--- src/rtl/tdc_pkg.sv ---
// tdc_pkg: shared types for the multichannel time-to-digital converter
package tdc_pkg;
  typedef enum logic [1:0] {IDLE, MEASURE, REPORT} state_t;
endpackage

--- src/rtl/tdc_sync_edge.sv ---
// tdc_sync_edge: multi-flop synchroniser with a one-cycle rising-edge strobe
module tdc_sync_edge #(
  parameter int SYNC_STAGES = 2
) (
  input  logic clk,
  input  logic reset,
  input  logic d,
  output logic rise
);
  logic [SYNC_STAGES-1:0] sr;
  logic prev;
  always_ff @(posedge clk) begin
    if (reset) begin
      sr   <= '0;
      prev <= 1'b0;
    end else begin
      sr   <= {sr[SYNC_STAGES-2:0], d};
      prev <= sr[SYNC_STAGES-1];
    end
  end
  assign rise = sr[SYNC_STAGES-1] & ~prev;
endmodule

--- src/rtl/tdc_multichannel.sv ---
// tdc_multichannel: shared-start coarse TDC with per-channel stop capture, results streamed in channel order
module tdc_multichannel
  import tdc_pkg::*;
#(
  parameter int NUM_CH      = 4,
  parameter int COUNT_W     = 16,
  parameter int TIMEOUT     = 1000,
  parameter int SYNC_STAGES = 2,
  localparam int CH_W       = NUM_CH > 1 ? $clog2(NUM_CH) : 1
) (
  input  logic               clk,
  input  logic               reset,
  input  logic               start,
  input  logic [NUM_CH-1:0]  stop,
  output logic               busy,
  output logic               res_valid,
  input  logic               res_ready,
  output logic [CH_W-1:0]    res_ch,
  output logic [COUNT_W-1:0] res_delay,
  output logic               res_timeout
);
  if (NUM_CH < 1 || SYNC_STAGES < 2 || TIMEOUT < 1 ||
      longint'(TIMEOUT) > (longint'(1) << COUNT_W) - 1) begin : g_bad_params
    $error("tdc_multichannel: illegal parameter combination");
  end
  state_t state, state_nxt;
  logic [COUNT_W-1:0] cnt;
  logic [COUNT_W-1:0] dly [NUM_CH];
  logic [NUM_CH-1:0] hit, rise;
  logic [CH_W-1:0] idx;
  logic at_to, accept, last;
  for (genvar i = 0; i < NUM_CH; i++) begin : g_ch
    tdc_sync_edge #(.SYNC_STAGES(SYNC_STAGES)) u_sync (
      .clk(clk),
      .reset(reset),
      .d(stop[i]),
      .rise(rise[i])
    );
  end
  assign at_to  = cnt == COUNT_W'(TIMEOUT);
  assign accept = res_valid & res_ready;
  assign last   = idx == CH_W'(NUM_CH - 1);
  always_ff @(posedge clk) begin
    if (reset) state <= IDLE;
    else state <= state_nxt;
  end
  always_comb begin
    state_nxt = state;
    if (state == IDLE && start) state_nxt = MEASURE;
    else if (state == MEASURE && (&hit || at_to)) state_nxt = REPORT;
    else if (accept && last) state_nxt = IDLE;
  end
  always_comb begin
    busy        = state != IDLE;
    res_valid   = state == REPORT;
    res_ch      = res_valid ? idx : '0;
    res_timeout = res_valid && !hit[idx];
    res_delay   = !res_valid ? '0 : hit[idx] ? dly[idx] : COUNT_W'(TIMEOUT);
  end
  // counter saturates at TIMEOUT; a hit in the exit cycle still latches
  always_ff @(posedge clk) begin
    if (reset || (state == IDLE && start)) begin
      cnt <= '0;
      hit <= '0;
      idx <= '0;
      for (int c = 0; c < NUM_CH; c++) dly[c] <= '0;
    end else if (state == MEASURE) begin
      if (!at_to) cnt <= cnt + 1'b1;
      for (int c = 0; c < NUM_CH; c++)
        if (rise[c] && !hit[c]) begin
          hit[c] <= 1'b1;
          dly[c] <= cnt;
        end
    end else if (accept) begin
      idx <= last ? '0 : idx + 1'b1;
    end
  end
endmodule

--- config.mk ---
export PLATFORM = sky130hd
export DESIGN_NAME = tdc_multichannel
export DESIGN_NICKNAME = d
export VERILOG_FILES = /design/src/rtl/tdc_pkg.sv /design/src/rtl/tdc_sync_edge.sv /design/src/rtl/tdc_multichannel.sv
export SDC_FILE = /design/constraint.sdc
export NUM_CORES = 1
export LEC_CHECK = 0
export BUFFER_PORTS_ARGS = -buffer_cell sky130_fd_sc_hd__buf_4
export CAP_MARGIN = 20
export CORE_MARGIN = 3
export CORE_UTILIZATION = 53
export CTS_BUF_LIST = sky130_fd_sc_hd__clkbuf_4 sky130_fd_sc_hd__clkbuf_8 sky130_fd_sc_hd__clkbuf_16
export CTS_CLUSTER_SIZE = 30
export DETAILED_ROUTE_END_ITERATION = 10
export GPL_TIMING_DRIVEN = 0
export PLACE_DENSITY = 0.71
export RECOVER_POWER = 25
export SLEW_MARGIN = 40
export SYNTH_ARGS = -nofsm -noshare
export SYNTH_HDL_FRONTEND = slang
export SYNTH_SLANG_ARGS = --single-unit
--- constraint.sdc ---
create_clock -name clk -period 2.1 [get_ports clk]
set_clock_uncertainty 0.1 [all_clocks]
set_input_delay 0 -clock clk [delete_from_list [all_inputs] [get_ports clk]]
set_output_delay 0 -clock clk [all_outputs]
set_load 0.005 [all_outputs]
# After elaboration in Yosys (flattened, before gate mapping)

Memory sizes are Yosys's and may differ from the RTL's. A register that Yosys moved wholly into a read port is not among the register bits.
Cells that the tools add are included.

Flip-flop bits (word level): 36
Memories kept: 1
Logic and storage cells: 99
Memory bits (writable): 64
Bits of input ports: 8
Output and inout bits: 21

Memories:

| memory | words | width | read ports | clocked after Yosys merged registers in | write ports | RTL line               | text |
|---|---|---|---|---|---|---|---|
| dly    | 4     | 16    | 1          | 1                                       | 4           | tdc_multichannel.sv:28 | `logic [COUNT_W-1:0] dly [NUM_CH];` |

$add $sub $neg: 2
Equal/unequal tests: 4
Bitwise gates (word level): 15
$lt $le $gt $ge: 1
Reduce and logical (&&, ||, !) cells: 27
Multiplexer cells: 33

Operator list:

| cell                                                   | count |
|---|---|
| 2-to-1 mux 16 bit                                      | 6 |
| 2-to-1 mux 1 bit                                       | 20 |
| adder 16 x 1 -> 16 bit (second input constant)         | 1 |
| equality test 16 x 10 -> 1 bit (second input constant) | 1 |
| 2-to-1 mux 2 bit                                       | 6 |
| AND reduction 2 bit                                    | 6 |
| logical AND 1 bit                                      | 8 |
| NOT 1 bit                                              | 6 |
| AND 1 bit                                              | 5 |
| logical NOT 1 bit                                      | 5 |
| equality test 2 bit (second input constant)            | 2 |
| bitwise OR 1 bit                                       | 4 |
| AND reduction 4 bit                                    | 1 |
| nonzero test 2 bit                                     | 2 |
| < comparator 2 x 3 -> 1 bit (second input constant)    | 1 |
| nonzero test 3 bit                                     | 1 |
| adder 2 x 1 -> 2 bit (second input constant)           | 1 |
| binary-select mux 1 bit (select 2 bit)                 | 1 |
| equality test 2 x 1 -> 1 bit (second input constant)   | 1 |
| logical NOT 2 bit                                      | 1 |
| logical OR 1 bit                                       | 2 |
| OR reduction 2 bit                                     | 1 |

# Longest topological paths before layout

Gate-level depths: netlist (run 1).

Word-level depth: 8
Mapped depth: 6
Mapped depth without buffers: 6

# Cells and area by module

A second synthesis (run 1) with hierarchy kept.

Cell total of the unflattened synthesis: 363
Area total of the unflattened synthesis: 4501.8 um^2

Modules (own cells, without submodules):

| module           | cells each | area each (um^2) | sequential area each (um^2) | instances |
|---|---|---|---|---|
| tdc_multichannel | 335        | 4151.5           | 2442.3                      | 1 |
| tdc_sync_edge    | 7          | 87.6             | 60.1                        | 4 |

# Least setup slack after synthesis (run 1)

Ideal clock, no wire load.

Path kind: register to register
From: register state[0]
To: memory dly[3][0] (enable)
Setup slack: 0.242 ns
Arrival: 1.386 ns
Clock period less this slack: 1.858 ns
Buffers on the path: 1
Stages on the path, launching flop included: 5
Path through: dfxtp_1 nor2b_1 buf_2 nand4b_1 nand2_1

RTL lines:

| element                  | RTL line               | text |
|---|---|---|
| start: declaration       | tdc_multichannel.sv:26 | `state_t state, state_nxt;` |
| start signal: assignment | tdc_multichannel.sv:45 | `else state <= state_nxt;` |
| end: declaration         | tdc_multichannel.sv:28 |  |

# Final worst setup path (run 1)

From: register idx[0]
To: output port res_delay[6]

Longest elaborated chain between the ends: 4

RTL lines:

| element                                | RTL line               | text |
|---|---|---|
| start: declaration                     | tdc_multichannel.sv:30 | `logic [CH_W-1:0] idx;` |
| start signal: assignment               | tdc_multichannel.sv:75 | `idx <= last ? '0 : idx + 1'b1;` |
| binary-select mux 1 bit (select 2 bit) | tdc_multichannel.sv:58 | `res_delay = !res_valid ? '0 : hit[idx] ? dly[idx] : COUNT_W'(TIMEOUT);` |
| 2-to-1 mux 1 bit (not written as such) | tdc_multichannel.sv:58 |  |
| 2-to-1 mux 16 bit (2 in a row)         | tdc_multichannel.sv:58 |  |
| end: declaration                       | tdc_multichannel.sv:19 | `output logic [COUNT_W-1:0] res_delay,` |

Every way passes these cells. The select of a mux whose other input is x is not followed.

==> results of run 1 <==
## logic make-up (layout without fill, tap and decap cells)
logic type,count (synthesis),after routing,share of synthesized area
compound gates,29,29,0.0375
xor+xnor,9,9,0.0176
mux,17,17,0.0855
fa+ha+maj,3,3,0.00839
flops,102,102,0.599
simple gates,161,161,0.216
buf+inv,39,101,0.0361
## critical path: cells and delay by family (launching register included)
kind	cells	cell delay, ns
AOI/OAI and AO/OA	1	0.18
buffers and inverters	2	0.36
DFF	1	0.38
muxes	1	0.61
## report_power, final
group	total (W)	switching [W]	internal, W	leakage (nW)
logic	0.000206	0.000117	0.0000891	0.857
clock network	0.00121	0.000648	0.000561	0.0950
registers	0.00224	0.0000270	0.00221	1.01
## repair_timing
| action | 4_1_cts | 5_1_grt |
|---|---|---|
| endpoints found under the setup margin | 112 | 66 |
| pin swaps | 6 | 1 |
| hold endpoints to repair | 14 | 0 |
| resized for setup | 22 | 13 |
| setup buffers | 13 | 0 |
| hold buffers | 7 | 0 |
## synthesized netlist by cell type, drive strengths merged (5+ instances only)
| cell | instances |
|---|---|
| a21oi | 14 |
| and2 | 46 |
| and3 | 10 |
| buf | 6 |
| clkbuf | 16 |
| dfxtp | 38 |
| edfxtp | 64 |
| inv | 17 |
| mux4 | 17 |
| nand2 | 11 |
| nand3 | 7 |
| nand4b | 5 |
| nor2 | 19 |
| nor2b | 14 |
| nor3 | 22 |
| nor4 | 6 |
| o21ai | 6 |
| or3 | 7 |
| xnor2 | 7 |
## registers in the layout (all words and copies together) (netlist names), named ones only
register	cells
idx	2
g_ch.u_sync.prev	4
state	2
g_ch.u_sync.sr	8
cnt	16
dly	64
hit	4
## final cells by class
cell class              count  area (µm²)
plain buffers              20         130
well taps                 102         128
repair buffers             48         395
multi-input cells         219        1660
inverters                  17        63.8
fillers                   604        2710
clock buffers              10         131
clock inverters             6        62.6
flip-flops and latches    102        2680
## metal layers
layer,vias up,GRT usage
met5,-,0
met4,0,0.0799
met3,19,0.0314
met2,72,0.332
met1,1446,0.279
li1,1408,-
## metrics by stage
stage                     instances  instance area [µm²]  setup TNS [ns]
after floorplan                 360                 4480               0
after global placement          490                 4810          -23.69
after detailed placement        490                 4810          -23.68
after CTS                       524                 5250               0
after global routing            524                 5260               0
final                           524                 5260               0
## worst paths after layout
kind,slack (ns),from,to
max,0.1,idx[0]$_SDFFE_PP0N_,res_delay[6]
min,0.28,stop[3],g_ch[3].u_sync.sr[0]$_SDFF_PP0_
max reg2reg,0.11,state[0]$_SDFFE_PP0P_,dly[2][8]$_SDFFCE_PN0P_
min reg2reg,0.34,g_ch[0].u_sync.sr[0]$_SDFF_PP0_,g_ch[0].u_sync.sr[1]$_SDFF_PP0_
==> results.py, run 1 <==
metrics = {
    "sta": {
        "tightest_slew_ns": 0.533,
        "slew_violations": 0,
        "period_share": 0.953,
        "slew_headroom": 0.644,
        "rsz0062_at_grt": "no",
        "setup_ws_ns": 0.0987,
        "hold_viol_final": 0,
        "finalHoldWorstSlack_ns": 0.280,
        "setup-violations-final": 0,
        "fmax_ghz": 0.500,
        "fin_crit_ns": 2.00,
    },
    "placement": {
        "hpwl_um": 6140,
        "portBuffers": 28,
        "gp_congestion": 0.789,
        "pre_cts_ws_ns": -0.402,
    },
    "global_routing": {
        "antenna_found_initial": 0,
        "grt_pass1_vias": 2944,
        "grt_remaining_overflow": 0,
        "grt_pass1_wl_um": 15200,
        "grt_util_all_layers": 0.205,
        "grt_max_degree": 17,
    },
    "worst_setup_path": {
        "path_cells": "mux4_2 -> buf_4 -> a21oi_1 -> buf_4",
        "ff2ff_path_depth": 6,
        "critical_path.max_stage_delay_ns": 0.61,
        "arrival_ns": 1.90,
        "slowest_stage": "mux4_2",
        "worstPathRequired_ns": 2.00,
        "endpoint_kind": "primary output",
        "critPathMaxFanout": 10,
        "worstSetupPathType": "register to primary output",
        "critPathLaunchType": "register",
        "worst_path_most_repeated_cell": "buf_4",
    },
    "logic_synthesis": {
        "synth.distinct_cells": 39,
        "syn_nets": 371,
        "synth_seq_cells": 102,
        "synth_area_per_cell_um2": 12.4,
        "synth_async_sr_flop_share": 0,
        "ys_seq_area_frac": 0.599,
        "synth.top_cell.area_share": 0.429,
        "synthTopCellsByArea": "edfxtp_1 43%, dfxtp_1 17%, mux4_2 8.6%",
        "yosysTopAreaCell": "edfxtp_1",
        "syn_area_mm2": 0.00448,
        "synth_ff_type": "edfxtp_1",
        "synth_warnings": 0,
        "syn-instance-count": 360,
        "synth_edf_count": 64,
    },
    "route": {
        "drc": 0,
        "met1_length_um": 4190,
        "wl_per_cell_um": 17.8,
        "met2_length_um": 4540,
        "drt-total-wl_um": 9320,
        "ant_nets": 0,
        "top_layer_used": "met4",
        "drtIter0Drc": 214,
        "drt-vias-per-instance": 5.62,
        "vias": 2945,
        "first_pass_iters": 5,
        "wl_met3_um": 385,
    },
    "floorplanning": {
        "fp.dieW_um": 97.9,
        "start_util": 0.562,
        "fp.coreArea_mm2": 0.00797,
        "top_level_ports": 29,
        "dieHeight_um": 97.9,
        "die_area_mm2": 0.00958,
        "rows": 32,
    },
    "hold_path": {
        "whs_path_depth": 3,
        "hold_class": "input port to register",
    },
    "clock_network": {
        "cts_buffer_depth": 2,
        "cts_made_buffers": 9,
        "clkSinkCount": 102,
        "htreeDepth": 3,
        "cts_tree": "done",
        "clock_latency_ns": 0.36,
        "clk_pin_slew_ns": 0.09,
        "cts_root_buffer": "clkbuf_8",
    },
    "job": {
        "maxCapViolations": 0,
    },
    "pwr": {
        "power_w": 0.00365,
        "peakVddDrop_mv": 0.406,
        "power.leakage_nw": 1.96,
        "p_per_area_mw_per_mm2": 695,
    },
    "cells_and_area": {
        "final_cell_mix": "64 x edfxtp_1, 39 x and2_1, 37 x buf_4, 37 x dfxtp_1, 22 x nor3_1",
        "insertedDiodeCount": 0,
        "utilization": 0.660,
        "drive_gt1_frac": 0.256,
        "layout.nets": 428,
        "syn2layout_area_growth_pct": 17.4,
        "layout_commonest_cell": "edfxtp_1",
    },
    "status": {
        "status": "completed",
    },
}
(Power assumes the default switching activity.)
==> inputs of run 2 (changes only) <==
--- a/config.mk
+++ b/config.mk
@@ -7,14 +7,17 @@
 export LEC_CHECK = 0
 export BUFFER_PORTS_ARGS = -buffer_cell sky130_fd_sc_hd__buf_4
 export CAP_MARGIN = 20
+export CELL_PAD_IN_SITES_DETAIL_PLACEMENT = 1
+export CELL_PAD_IN_SITES_GLOBAL_PLACEMENT = 2
 export CORE_MARGIN = 3
-export CORE_UTILIZATION = 53
+export CORE_UTILIZATION = 42
 export CTS_BUF_LIST = sky130_fd_sc_hd__clkbuf_4 sky130_fd_sc_hd__clkbuf_8 sky130_fd_sc_hd__clkbuf_16
 export CTS_CLUSTER_SIZE = 30
 export DETAILED_ROUTE_END_ITERATION = 10
 export GPL_TIMING_DRIVEN = 0
-export PLACE_DENSITY = 0.71
+export PLACE_DENSITY_LB_ADDON = 0.1
 export RECOVER_POWER = 25
+export SKIP_LAST_GASP = 1
 export SLEW_MARGIN = 40
 export SYNTH_ARGS = -nofsm -noshare
 export SYNTH_HDL_FRONTEND = slang
==> results.py, run 2 (same netlist as run 1, synthesis figures left out) <==
metrics = {
    "clock_network": {
        "clock_latency_ns": 0.35,
        "clkSinkCount": 102,
        "clk_pin_slew_ns": 0.10,
        "htreeDepth": 3,
        "cts_buffer_depth": 2,
        "cts_tree": "done",
        "cts_made_buffers": 9,
        "cts_root_buffer": "clkbuf_8",
    },
    "sta": {
        "slew_headroom": 0.668,
        "finalHoldWorstSlack_ns": 0.292,
        "fmax_ghz": 0.496,
        "setup-violations-final": 0,
        "rsz0062_at_grt": "yes",
        "hold_viol_final": 0,
        "tightest_slew_ns": 0.498,
        "slew_violations": 0,
        "fin_crit_ns": 2.01,
        "period_share": 0.959,
        "setup_ws_ns": 0.0855,
    },
    "route": {
        "drt-vias-per-instance": 5.18,
        "drtIter0Drc": 171,
        "vias": 2858,
        "drc": 0,
        "ant_nets": 0,
        "first_pass_iters": 4,
        "wl_per_cell_um": 18.1,
        "drt-total-wl_um": 10000,
    },
    "placement": {
        "hpwl_um": 7100,
        "gp_congestion": 0.737,
        "dpl_cell_area_mm2": 0.00486,
        "pre_cts_ws_ns": -0.438,
        "portBuffers": 28,
    },
    "worst_setup_path": {
        "worstPathRequired_ns": 2.00,
        "arrival_ns": 1.91,
        "critical_path_buf_inv_count": 2,
        "endpoint_kind": "primary output",
        "worstSetupPathType": "register to primary output",
        "critical_path.max_stage_delay_ns": 0.62,
        "cp_top_family": "multiplexers",
        "path_cells": "mux4_2 -> clkbuf_8 -> a21oi_1 -> buf_4",
        "critPathMaxFanout": 10,
        "critPathLaunchType": "register",
        "slowest_stage": "mux4_2",
    },
    "cells_and_area": {
        "final_cell_mix": "64 x edfxtp_1, 40 x and2_1, 36 x buf_4, 35 x dfxtp_1, 22 x nor3_1",
        "largest_reg_flops": 64,
        "layout.nets": 422,
        "regMostFlops": "dly",
        "filler_cell_count": 1083,
        "drive_gt1_frac": 0.250,
        "multiInputGateArea_mm2": 0.00166,
        "layout_commonest_cell": "edfxtp_1",
        "insertedDiodeCount": 0,
        "reg.largest.list": "dly: 64 flops, cnt: 16 flops, g_ch.u_sync.sr: 8 flops",
        "syn2layout_area_growth_pct": 16.6,
        "finish.instance_area_mm2": 0.00522,
        "ff_latch_area_mm2": 0.00269,
    },
    "global_routing": {
        "grt_remaining_overflow": 0,
        "grt_util_all_layers": 0.182,
        "antenna_found_initial": 0,
        "grt_pass1_wl_um": 16200,
        "grt_pass1_vias": 2902,
        "grt_max_degree": 17,
    },
    "floorplanning": {
        "rows": 37,
        "fp.dieW_um": 109,
        "dieHeight_um": 109,
        "fp.coreArea_mm2": 0.0103,
        "die_area_mm2": 0.0119,
        "start_util": 0.434,
        "top_level_ports": 29,
    },
    "pwr": {
        "power.leakage_nw": 1.91,
        "p_per_area_mw_per_mm2": 677,
        "peakVddDrop_mv": 0.383,
    },
    "status": {
        "status": "completed",
    },
    "job": {
        "maxCapViolations": 0,
    },
    "hold_path": {
        "hold_class": "input port to register",
    },
}
run 2: changes by cell type in the layout (fill, tap and decap cells not counted), sizes merged:
cell and delta:
buf -2, clkbuf -3, clkinvlp +1, bufinv -1
clkinv -1
run 2: repair_timing:
item	CTS	global route
hold endpoints to repair	12	0
hold buffers	7	0
resized for setup	20	10
setup endpoints to repair	121	138
setup buffers	8	1
pin swaps	2	1
run 2: final timing paths:
path | slack (ns) | cells past startpoint | to | startpoint
worst min-delay path | 0.29 | 3 | g_ch[1].u_sync.sr[0]$_SDFF_PP0_ | stop[1]
worst max register to register | 0.12 | 5 | state[0]$_SDFFE_PP0P_ | cnt[3]$_SDFFE_PP0P_
worst min register to register | 0.34 | 1 | g_ch[2].u_sync.sr[1]$_SDFF_PP0_ | g_ch[2].u_sync.sr[0]$_SDFF_PP0_
worst max-delay path | 0.09 | 4 | res_delay[6] | idx[0]$_SDFFE_PP0N_
run 2: layer usage:
layer | track usage | vias to the layer above | share of wire
met5 | 0 | - | 0
met4 | 0.0534 | 0 | 0.011
met3 | 0.0249 | 9 | 0.024
met2 | 0.313 | 38 | 0.49
met1 | 0.241 | 1409 | 0.47
li1 | - | 1402 | -
run 2: per-stage QoR:
step	power [W]	std cells	TNS (ns)	util
after floorplan	0.00238	360	0	-
after global placement	0.00245	524	-25.78	0.470
after detailed placement	0.00246	524	-31.28	0.470
after CTS	0.00358	552	-0.0344	0.504
after global routing	0.00368	552	-0.00209	0.506
final	0.00353	552	0	0.506
run 2: final cells by class:
type	instances	share of cell area
Clock buffer	11	0.0266
Clock inverter	5	0.00695
Inverter	17	0.0122
Buffer	18	0.0230
Timing Repair Buffer	44	0.0659
Tap cell	136	0.0326
Sequential cell	102	0.515
Multi-Input combinational cell	219	0.317
run 2: power by group:
group	switching [W]	internal, W
Sequential	0.0000273	0.00221
Combinational	0.000113	0.0000720
Clock	0.000654	0.000459
Total	0.000794	0.00274
run 2: tightest hold or removal path, cell delays in order:
cell and delay, ns:
dlygate4sd3_1 0.52, buf_4 0.09, nor2b_1 0.10
==> inputs of run 3 (changes only) <==
--- a/config.mk
+++ b/config.mk
@@ -10,7 +10,7 @@
 export CELL_PAD_IN_SITES_DETAIL_PLACEMENT = 1
 export CELL_PAD_IN_SITES_GLOBAL_PLACEMENT = 2
 export CORE_MARGIN = 3
-export CORE_UTILIZATION = 42
+export CORE_UTILIZATION = 31
 export CTS_BUF_LIST = sky130_fd_sc_hd__clkbuf_4 sky130_fd_sc_hd__clkbuf_8 sky130_fd_sc_hd__clkbuf_16
 export CTS_CLUSTER_SIZE = 30
 export DETAILED_ROUTE_END_ITERATION = 10
@@ -21,4 +21,5 @@
 export SLEW_MARGIN = 40
 export SYNTH_ARGS = -nofsm -noshare
 export SYNTH_HDL_FRONTEND = slang
+export SYNTH_HIERARCHICAL = 1
 export SYNTH_SLANG_ARGS = --single-unit
==> results.py, run 3 <==
metrics = {
    "route": {
        "first_pass_iters": 4,
        "drtIter0Drc": 117,
        "ant_nets": 0,
        "drc": 0,
        "drt-total-wl_um": 11600,
        "drt-vias-per-instance": 5.09,
        "wl_per_cell_um": 19.1,
        "vias": 3091,
    },
    "worst_setup_path": {
        "ff2ff_path_depth": 5,
        "rr_startpoint": "g_ch[3].u_sync/sr[1]$_SDFF_PP0_",
        "endpoint_kind": "register",
        "worstPathRequired_ns": 2.22,
        "critical_path.max_stage_delay_ns": 0.48,
        "critPathLaunchType": "register",
        "path_cells": "nor2b_2 -> nand2b_1 -> nor3_1 -> clkbuf_1 -> and2_2",
        "rr_endpoint": "dly[3][4]$_SDFFCE_PN0P_",
        "critPathMaxFanout": 10,
        "arrival_ns": 2.11,
        "slowest_stage": "clkbuf_1",
        "worstSetupPathType": "register to register",
        "startpoint": "g_ch[3].u_sync/sr[1]$_SDFF_PP0_",
        "rrSetupSlack_ns": 0.11,
    },
    "pwr": {
        "peakVddDrop_mv": 0.287,
        "power_w": 0.00429,
        "p_per_area_mw_per_mm2": 772,
        "power.leakage_nw": 2.08,
    },
    "floorplanning": {
        "fp.dieW_um": 127,
        "start_util": 0.321,
        "dieHeight_um": 127,
        "rows": 43,
        "fp.coreArea_mm2": 0.0140,
        "die_area_mm2": 0.0160,
        "top_level_ports": 29,
    },
    "logic_synthesis": {
        "synth.distinct_cells": 42,
        "syn_area_mm2": 0.00450,
        "synthTopCellsByCount": "64 x edfxtp_1, 45 x and2_1, 38 x dfxtp_1, 20 x nor4_1, 19 x a21oi_1",
        "ys_seq_area_frac": 0.596,
        "synth_seq_cells": 102,
        "synth_edf_count": 64,
        "syn_nets": 374,
        "yosysTopAreaCell": "edfxtp_1",
        "synthTopCellsByArea": "edfxtp_1 43%, dfxtp_1 17%, mux4_2 8.5%",
        "synth_area_per_cell_um2": 12.4,
        "synth_warnings": 6,
        "synth_ff_type": "edfxtp_1",
        "synth_async_sr_flop_share": 0,
        "syn-instance-count": 363,
        "synth.top_cell.area_share": 0.427,
        "synth_most_common_cell": "edfxtp_1",
    },
    "global_routing": {
        "grt_max_degree": 17,
        "grt_pass1_wl_um": 18100,
        "antenna_found_initial": 0,
        "grt_remaining_overflow": 0,
        "grt_pass1_vias": 3109,
        "grt_util_all_layers": 0.151,
    },
    "placement": {
        "pre_cts_ws_ns": -0.382,
        "gp_congestion": 0.767,
        "portBuffers": 28,
        "hpwl_um": 7990,
    },
    "sta": {
        "period_share": 0.947,
        "fin_crit_ns": 1.99,
        "setup-violations-final": 0,
        "tightest_slew_ns": 0.587,
        "rsz0062_at_grt": "yes",
        "finalHoldWorstSlack_ns": 0.340,
        "slew_headroom": 0.609,
        "hold_viol_final": 0,
        "fmax_ghz": 0.503,
        "setup_ws_ns": 0.110,
        "slew_violations": 0,
    },
    "clock_network": {
        "clock_latency_ns": 0.35,
        "clk_pin_slew_ns": 0.06,
        "clkSinkCount": 102,
        "htreeDepth": 3,
        "cts_made_buffers": 9,
        "cts_buffer_depth": 2,
        "cts_tree": "done",
        "cts_root_buffer": "clkbuf_16",
    },
    "status": {
        "status": "completed",
    },
    "cells_and_area": {
        "drive_gt1_frac": 0.237,
        "insertedDiodeCount": 0,
        "filler_cell_count": 1503,
        "layout_commonest_cell": "edfxtp_1",
        "largest_reg_flops": 64,
        "syn2layout_area_growth_pct": 23.4,
        "layout.nets": 433,
        "regMostFlops": "dly",
        "final_cell_mix": "64 x edfxtp_1, 43 x and2_1, 37 x dfxtp_1, 35 x buf_4, 20 x nor4_1",
        "reg.largest.list": "dly: 64 flops, cnt: 16 flops, g_ch.u_sync/sr: 8 flops",
    },
    "hold_path": {
        "hold_class": "register to register",
        "hold_start": "g_ch[0].u_sync/sr[0]$_SDFF_PP0_",
        "min_to": "g_ch[0].u_sync/sr[1]$_SDFF_PP0_",
        "whs_path_depth": 1,
    },
    "job": {
        "maxCapViolations": 0,
    },
}
run 3: critical path, delay by kind of cell (launching register included):
kind	cells	cell delay, ns
simple gates	4	0.95
flops	1	0.32
buf+inv	1	0.48
run 3: final cells by class:
cell class | count | area, µm² | area share
timing repair buffer | 49 | 425 | 0.0766
clock inverter | 6 | 85.1 | 0.0153
sequential | 102 | 2680 | 0.483
buffer | 20 | 124 | 0.0223
multi-input combinational | 226 | 1720 | 0.310
inverter | 14 | 52.6 | 0.00946
tap | 180 | 225 | 0.0405
clock buffer | 10 | 239 | 0.0430
run 3: worst max-delay path by stage:
stage,endpoint,depth (start not counted)
floorplan,dly[0][0]$_SDFFCE_PN0P_,4
global placement,dly[0][9]$_SDFFCE_PN0P_,4
detailed placement,dly[0][9]$_SDFFCE_PN0P_,5
CTS,dly[0][4]$_SDFFCE_PN0P_,5
global route,dly[3][4]$_SDFFCE_PN0P_,5
finish,dly[3][4]$_SDFFCE_PN0P_,5
run 3: logic make-up (layout without fill, tap and decap cells):
kind of cell,after synthesis,count (layout),synth area share
AOI/OAI and AO/OA,36,36,0.0461
DFF,102,102,0.596
and+or+nand+nor,164,164,0.220
xor gates and xnor gates,6,6,0.0117
adders and majority gates,3,3,0.00834
buffers and inverters,35,99,0.0333
muxes,17,17,0.0850
run 3: through the flow:
stage / setup TNS [ns] / instances / area [µm²] / util
after floorplan: -5.54 / 363 / 4500 / -
after global placement: -65.91 / 571 / 4940 / 0.352
after detailed placement: -19.93 / 575 / 5040 / 0.359
after CTS: 0 / 602 / 5500 / 0.392
after global routing: -0.00628 / 607 / 5550 / 0.396
final: 0 / 607 / 5550 / 0.396
run 3: report_power, final:
group | switching [W] | internal [W] | leakage (nW)
Sequential | 0.0000229 | 0.00221 | 1.00
Combinational | 0.000151 | 0.000101 | 0.924
Clock | 0.000733 | 0.00107 | 0.156
run 3: timing repair:
item | 4_1_cts | 5_1_grt
pin swaps | 2 | 3
hold endpoints to repair | 18 | 0
endpoints found under the setup margin | 89 | 64
setup buffers | 1 | 5
gates resized for setup | 9 | 7
hold buffers | 11 | 0
run 3: metal layers:
| layer | up-vias | GRT usage | part of all wire |
|---|---|---|---|
| met5 | - | 0 | 0 |
| met4 | 0 | 0.0486 | 0.014 |
| met3 | 11 | 0.0291 | 0.036 |
| met2 | 55 | 0.247 | 0.48 |
| met1 | 1578 | 0.203 | 0.47 |
| li1 | 1447 | - | - |
